`src/rtl/jtframe_dma_pkg.sv`:
```
// Shared definitions for the jtframe RAM block-copy engine.
// State encoding and source-read pipeline depth.
package jtframe_dma_pkg;

    typedef enum logic [1:0] {
        IDLE   = 2'd0,
        PRIME  = 2'd1,
        COPY   = 2'd2,
        FINISH = 2'd3
    } dma_state_t;

    // Source RAM read latency, in cen cycles, hidden by the PRIME state
    localparam int PIPE_DEPTH = 1;

endpackage

```
`src/rtl/jtframe_ram_dma.sv`:
```
// Block-copy engine between two single-port synchronous RAMs, one word per cen cycle.
// Define JTFRAME_DMA_FILL_EN to add a constant-fill mode (fill, fill_val ports).
module jtframe_ram_dma
    import jtframe_dma_pkg::*;
#(
    parameter int DW = 8,
    parameter int AW = 10,
    parameter int LW = 11
)(
    input  logic          clk,
    input  logic          rst,
    input  logic          cen,
    input  logic          start,
    input  logic [AW-1:0] src_base,
    input  logic [AW-1:0] dst_base,
    input  logic [LW-1:0] len,
`ifdef JTFRAME_DMA_FILL_EN
    input  logic          fill,
    input  logic [DW-1:0] fill_val,
`endif
    output logic          busy,
    output logic          done,
    output logic [AW-1:0] src_addr,
    input  logic [DW-1:0] src_q,
    output logic [AW-1:0] dst_addr,
    output logic [DW-1:0] dst_data,
    output logic          dst_we
);

    dma_state_t    st, st_nx;
    logic [LW-1:0] cnt, cnt_nx;
    logic [AW-1:0] src_addr_nx, dst_addr_nx;
    logic          dst_we_nx;
    logic          fill_l;
    logic [DW-1:0] fill_val_l;

    // Read-data stage: cen_p1 marks the clock right after a cen edge.
    // When cen runs every clock src_q is used directly; with gapped cen the
    // word is parked in q_hold_p1 before the RAM moves to the next address.
    logic          cen_p1;
    logic [DW-1:0] q_hold_p1;
    logic [DW-1:0] rdata;

    assign rdata = cen_p1 ? src_q : q_hold_p1;

`ifdef JTFRAME_DMA_FILL_EN
    always_ff @(posedge clk or posedge rst) begin
        if (rst) begin
            fill_l     <= 1'b0;
            fill_val_l <= '0;
        end else if (st == IDLE && cen && start) begin
            fill_l     <= fill;
            fill_val_l <= fill_val;
        end
    end
`else
    assign fill_l     = 1'b0;
    assign fill_val_l = '0;
`endif

    always_comb begin
        st_nx       = st;
        cnt_nx      = cnt;
        src_addr_nx = src_addr;
        dst_addr_nx = dst_addr;
        dst_we_nx   = dst_we;
        case (st)
            IDLE: begin
                if (cen && start) begin
                    cnt_nx      = len;
                    src_addr_nx = src_base;
                    dst_addr_nx = dst_base;
                    if (len == '0) begin
                        st_nx = FINISH;
`ifdef JTFRAME_DMA_FILL_EN
                    end else if (fill) begin
                        st_nx     = COPY;
                        dst_we_nx = 1'b1;
`endif
                    end else begin
                        st_nx = PRIME;
                    end
                end
            end
            PRIME: begin
                if (cen) begin
                    src_addr_nx = src_addr + AW'(PIPE_DEPTH);
                    dst_we_nx   = 1'b1;
                    st_nx       = COPY;
                end
            end
            COPY: begin
                if (cen) begin
                    cnt_nx = cnt - LW'(1);
                    if (!fill_l)
                        src_addr_nx = src_addr + AW'(PIPE_DEPTH);
                    if (cnt == LW'(1)) begin
                        dst_we_nx = 1'b0;
                        st_nx     = FINISH;
                    end else begin
                        dst_addr_nx = dst_addr + AW'(1);
                    end
                end
            end
            FINISH: begin
                st_nx = IDLE;
            end
            default: begin
                st_nx     = IDLE;
                dst_we_nx = 1'b0;
            end
        endcase
    end

    always_ff @(posedge clk or posedge rst) begin
        if (rst) begin
            st        <= IDLE;
            cnt       <= '0;
            src_addr  <= '0;
            dst_addr  <= '0;
            dst_we    <= 1'b0;
            cen_p1    <= 1'b0;
            q_hold_p1 <= '0;
        end else begin
            st        <= st_nx;
            cnt       <= cnt_nx;
            src_addr  <= src_addr_nx;
            dst_addr  <= dst_addr_nx;
            dst_we    <= dst_we_nx;
            cen_p1    <= cen;
            if (cen_p1)
                q_hold_p1 <= src_q;
        end
    end

    assign busy = (st == PRIME) || (st == COPY);
    assign done = (st == FINISH);

    always_comb begin
        dst_data = '0;
        if (dst_we)
            dst_data = fill_l ? fill_val_l : rdata;
    end

endmodule

```
`config.mk`:
```
export PLATFORM = sky130hd
export DESIGN_NAME = jtframe_ram_dma
export DESIGN_NICKNAME = d
export VERILOG_FILES = /design/src/rtl/jtframe_dma_pkg.sv /design/src/rtl/jtframe_ram_dma.sv
export SDC_FILE = /design/constraint.sdc
export NUM_CORES = 1
export LEC_CHECK = 0
export BUFFER_PORTS_ARGS = -buffer_cell sky130_fd_sc_hd__buf_2
export CAP_MARGIN = 20
export CORE_AREA = 2 2 78 80
export DETAILED_ROUTE_END_ITERATION = 16
export DIE_AREA = 0 0 80 82
export GPL_ROUTABILITY_DRIVEN = 0
export PLACE_DENSITY = 0.77
export SLEW_MARGIN = 20
export SYNTH_ARGS = -nofsm -noshare
export SYNTH_HDL_FRONTEND = slang
export SYNTH_SLANG_ARGS = --single-unit
export TNS_END_PERCENT = 30
```
`constraint.sdc`:
```
create_clock -name clk -period 2.15 [get_ports clk]
set_input_delay 0.215 -clock clk [delete_from_list [all_inputs] [get_ports clk]]
set_output_delay 0.215 -clock clk [all_outputs]
set_load 0.02 [all_outputs]
```
## Word level (Yosys, flattened, before mapping)

Cells that the tools add are included.

- Register bits: 43
- Bits of input ports: 43
- Output and inout bits: 31

- Add/subtract/negate cells: 3
- Equality and inequality tests: 10
- Multiplexer cells: 22
- Reduce and logical (&&, ||, !) cells: 13

Operator list:

| operator | number |
|---|---|
| 10-bit two-way mux | 5 |
| 10-bit case mux with 2 select lines | 2 |
| 11-bit two-way mux | 2 |
| 11-bit case mux with 2 select lines | 1 |
| 10-bit by 1-bit adder with 10-bit output, second input constant | 2 |
| 8-bit two-way mux | 2 |
| 4-bit AND reduction | 3 |
| 11-bit by 1-bit equality test with 1-bit output, second input constant | 1 |
| 11-bit logical NOT | 1 |
| 11-bit by 1-bit subtractor with 11-bit output, second input constant | 1 |
| 2-bit two-way mux | 5 |
| 2-bit inequality test, second input constant | 5 |
| 2-bit case mux with 4 select lines | 1 |
| 3-bit AND reduction | 2 |
| 2-bit nonzero test | 3 |
| 2-bit equality test, second input constant | 2 |
| 1-bit two-way mux | 3 |
| 2-bit by 1-bit equality test with 1-bit output, second input constant | 1 |
| 2-bit logical NOT | 1 |
| 2-bit by 1-bit inequality test with 1-bit output, second input constant | 1 |
| 1-bit case mux with 2 select lines | 1 |
| 2-bit OR reduction | 1 |
| 1-bit logical AND | 1 |
| 1-bit logical OR | 1 |

## Logic depth before layout (Yosys ltp)

- Depth after elaboration: 4
- Depth in mapped cells: 9
- Depth with buffers taken out: 7

## Worst setup path after synthesis

Ideal clock, no wire load.

- Path type: reg2reg
- From: reg cnt[1]
- To: reg st[1]
- Library setup time: 0.125 ns
- Arrival: 1.956 ns
- Data required time: 2.025 ns
- Path slack: 0.069 ns
- Stages on the path, launching flop included: 9
- Path buffers: 1
- Period minus slack after synthesis: 2.081 ns
- Cell sequence: dfrtp_1 > inv_1 > ha_1 > or4b_4 > or3_1 > buf_6 > o21ai_2 > o211ai_2 > mux2_4

- Longest elaborated chain between the ends: 3

Ends and longest elaborated chain:

| element | line | source |
|---|---|---|
| start: declaration | jtframe_ram_dma.sv:31 | `logic [LW-1:0] cnt, cnt_nx;` |
| start signal: assignment | jtframe_ram_dma.sv:126 | `cnt <= cnt_nx;` |
| 11-bit by 1-bit equality test with 1-bit output | jtframe_ram_dma.sv:97 | `if (cnt == LW'(1)) begin` |
| 2-bit inequality test (no line) | n/a |  |
| 4-bit AND reduction (no line) | n/a |  |
| end signal: assignment | jtframe_ram_dma.sv:125 | `st <= st_nx;` |
| end: declaration | jtframe_ram_dma.sv:30 | `dma_state_t st, st_nx;` |

Every way passes these cells.
A chain may end at the register's enable or synchronous reset.

## Final worst setup path

Same ends and word-level chain as after synthesis.

==> metrics.md <==
| Metric | Value |
|---|---|
| Avg Synthesized Cell Area | around 9.0 um^2 |
| Filler cells | 513 |
| Syn Nets | 339 |
| Global-route wire length before repair | 10.4 mm |
| RSZ-0062 raised after global routing | false |
| Met3 Resource Use GR | 0.0308 |
| Die area | about 6600 um^2 |
| Largest net degree at the start of global routing | 30 |
| Layout cells sized above 1 | 0.325 |
| Post-synth top cells | dfrtp_1, a21oi_1, o21ai_0 |
| Worst-Margin Slew | 0.841 ns |
| Ranking of synthesized cells by area | dfrtp_1, a21oi_1, o21ai_0 |
| Chip height | 82 um |
| Area post-placement | 3070 um^2 |
| Core footprint | 5750 um^2 |
| Number of flops mapped to enable cells by yosys | 0 |
| Req. time, crit path | 2.34 ns |
| Hold WS | 0.128 ns |
| Core Rows | 28 |
| Nets | approximately 410 |
| # diodes | 0 |
| Critical path type | flop to flop |
| Post-synthesis register bit count | 43 |
| Routing usage on met2 | 0.326 |
| Clock latency at the later pin of the worst-skew pair | about 0.31 ns |
| Slew margin rel. | 0.436 |
| Initial antenna violation count | 0 |
| Total CTS buffers | 5 |
| Setup Slack @ Placement | -0.0198 ns |
| Initial Util | 0.449 |
| Die width | 80 um |
| # DRC | 0 |
| Grt ovf | 0 |
| Routed WL per cell | ~15 um |
| Max Slew Vio Count | 0 |
| Leak pwr | ~1.4 nW |
| Biggest area consumer among synthesized cells | dfrtp_1 |
| Max rail drop VDD | 0.685 mV |
| GRT met1 Usage | 0.277 |
| TritonCTS clock tree | built |
| GR Util All Layers | 0.203 |
| Clk buf depth | 2 |
| DRT iter0 DRCs | about 160 |
| Async SR Flop Fraction | 1.00 |
| Setup ws final | 0.0413 ns |
| Via Count | 2456 |
| Clk sinks | 43 |
| Max Clock Skew | 0.00858 ns |
| Clk slew on worst S/H paths | 0.09 ns |
| Yosys warnings | 0 |
| Clock Tree Root | clkbuf_8 |
| Final Cell Area | 3180 um^2 |
| Input/output buffers | 73 |
| Initial DRT Pass Iterations | 4 |
| HPWL after DPL | 4.86 mm |
| Status | completed |
| HP Class | input port to flop |
| PwrDens | 1470 nW/um^2 |
| Area growth, synth to finish | 23.2% |
| Final Critical Period | 2.11 ns |
| F_max | 474 MHz |
| Synth Flop Type | dfrtp_1 |
| Critical Path AT | 2.30 ns |
| Final hold vios | 0 |
| Netlist cell types | 42 |
| Detailed Route WL | approximately 6.5 mm |
| Count of final setup violators | 0 |
| Final period util | 0.981 |
| Vias in the first global route | 2249 |
| Max Cap Viol | 0 |
| Top cell type's share of synthesized area | 0.417 |
| CP startpoint kind | flop |
| Cell with the most instances after synthesis | dfrtp_1 |
| GR peak layer | met2 |
| Crit path max fanout | 6 |
| Netlist Area Pre-Place | 2580 um^2 |
| Drt via density | 5.61 |
| Antenna Nets Post-Route | 0 |
| Worst setup EP type | flop |
| Mapped Cells | 287 |
| Seq/Total Area, Yosys | 0.417 |
| Io pins | 74 |
| H-tree lvl count | 2 |
==> cells in the final DEF (no fill, tap or decap), types with 6 or more instances in the layout <==
cell type and n:
mux2i_1 8, ha_1 8, inv_1 6, a21oi_1 36, nand3_1 18, o22ai_1 15, mux2_2 9, nor2_1 10
buf_4 11, o21ai_0 24, nand2_1 20, dfrtp_1 43, and2_1 10, buf_2 73
==> flip-flops by register name, summed over array words and instances, names as in the netlist <==
register	flops
cnt	11
dst_addr	10
src_addr	10
q_hold_p1	8
st	2
cen_p1	1
dst_we	1
==> through the flow <==
stage	setup TNS [ns]	power, mW	utilization	instances
4_1_cts	0	4.69	0.553	438
5_1_grt	0	5.11	0.554	438
6_report	0	4.69	0.554	438
2_1_floorplan	0	3.35	-	287
3_5_place_dp	-0.0198	4.14	0.534	429
3_3_place_gp	0	4.02	0.534	429
==> cell families (layout without fill, tap and decap cells) <==
| family | count (synthesis) | count (layout) | share of synthesized area |
|---|---|---|---|
| multiplexers | 18 | 18 | 0.0761 |
| buffers and inverters | 26 | 102 | 0.0407 |
| AO/OA/AOI/OAI | 95 | 95 | 0.221 |
| AND/OR/NAND/NOR | 96 | 96 | 0.202 |
| flip-flops | 43 | 43 | 0.417 |
| adder cells (fa/ha/maj) | 9 | 9 | 0.0436 |
==> worst max-delay path, stage by stage (launching register included) <==
cell	delay [ns]
dfrtp_1	0.41
inv_2	0.07
ha_1	0.13
or4b_4	0.47
or3_4	0.38
o21ai_2	0.08
o211ai_2	0.13
mux2_4	0.31
==> power breakdown <==
part	internal [mW]	leakage [nW]	total [mW]	switching, mW
Combinational	1.09	0.854	2.60	1.51
Clock	0.232	0.0408	0.542	0.309
Sequential	1.15	0.491	1.54	0.395
Total	2.47	1.39	4.69	2.21
==> final cells by class <==
cell class,count,area [um^2],area share
inverter,8,30.0,0.00944
sequential,43,1080,0.338
timing repair buffer,86,478,0.150
clock inverter,3,23.8,0.00747
clock buffer,5,68.8,0.0216
multi-input combinational,218,1410,0.444
tap,75,93.8,0.0295
==> final timing paths <==
| kind | start | depth (start not counted) | slack, ns | endpoint |
|---|---|---|---|---|
| hold / removal | cen | 1 | 0.13 | cen_p1$_DFF_PP0_ |
| hold reg to reg | q_hold_p1[6]$_DFF_PP0_ | 1 | 0.50 | q_hold_p1[6]$_DFF_PP0_ |
| setup / recovery | cnt[1]$_DFFE_PP0P_ | 7 | 0.04 | st[1]$_DFFE_PP0P_ |
| setup reg to reg | cnt[1]$_DFFE_PP0P_ | 7 | 0.04 | st[1]$_DFFE_PP0P_ |
| min in group asynchronous | rst | 3 | 0.51 | dst_addr[7]$_DFFE_PP0P_ |
| max in group asynchronous | rst | 4 | 1.04 | st[1]$_DFFE_PP0P_ |
==> repair_timing <==
item,4_1_cts,5_1_grt
setup buffers,0,0
hold buffers,1,0
gates resized for setup,1,3
endpoints found under the setup margin,1,8
endpoints found under the hold margin,22,0
==> per-layer routing <==
metal  wire length [um]  up-vias
met5                  0        -
met4                 92        0
met3                284        6
met2               3160       69
met1               3010     1171
li1                   -     1210
(Power assumes the default switching activity.)
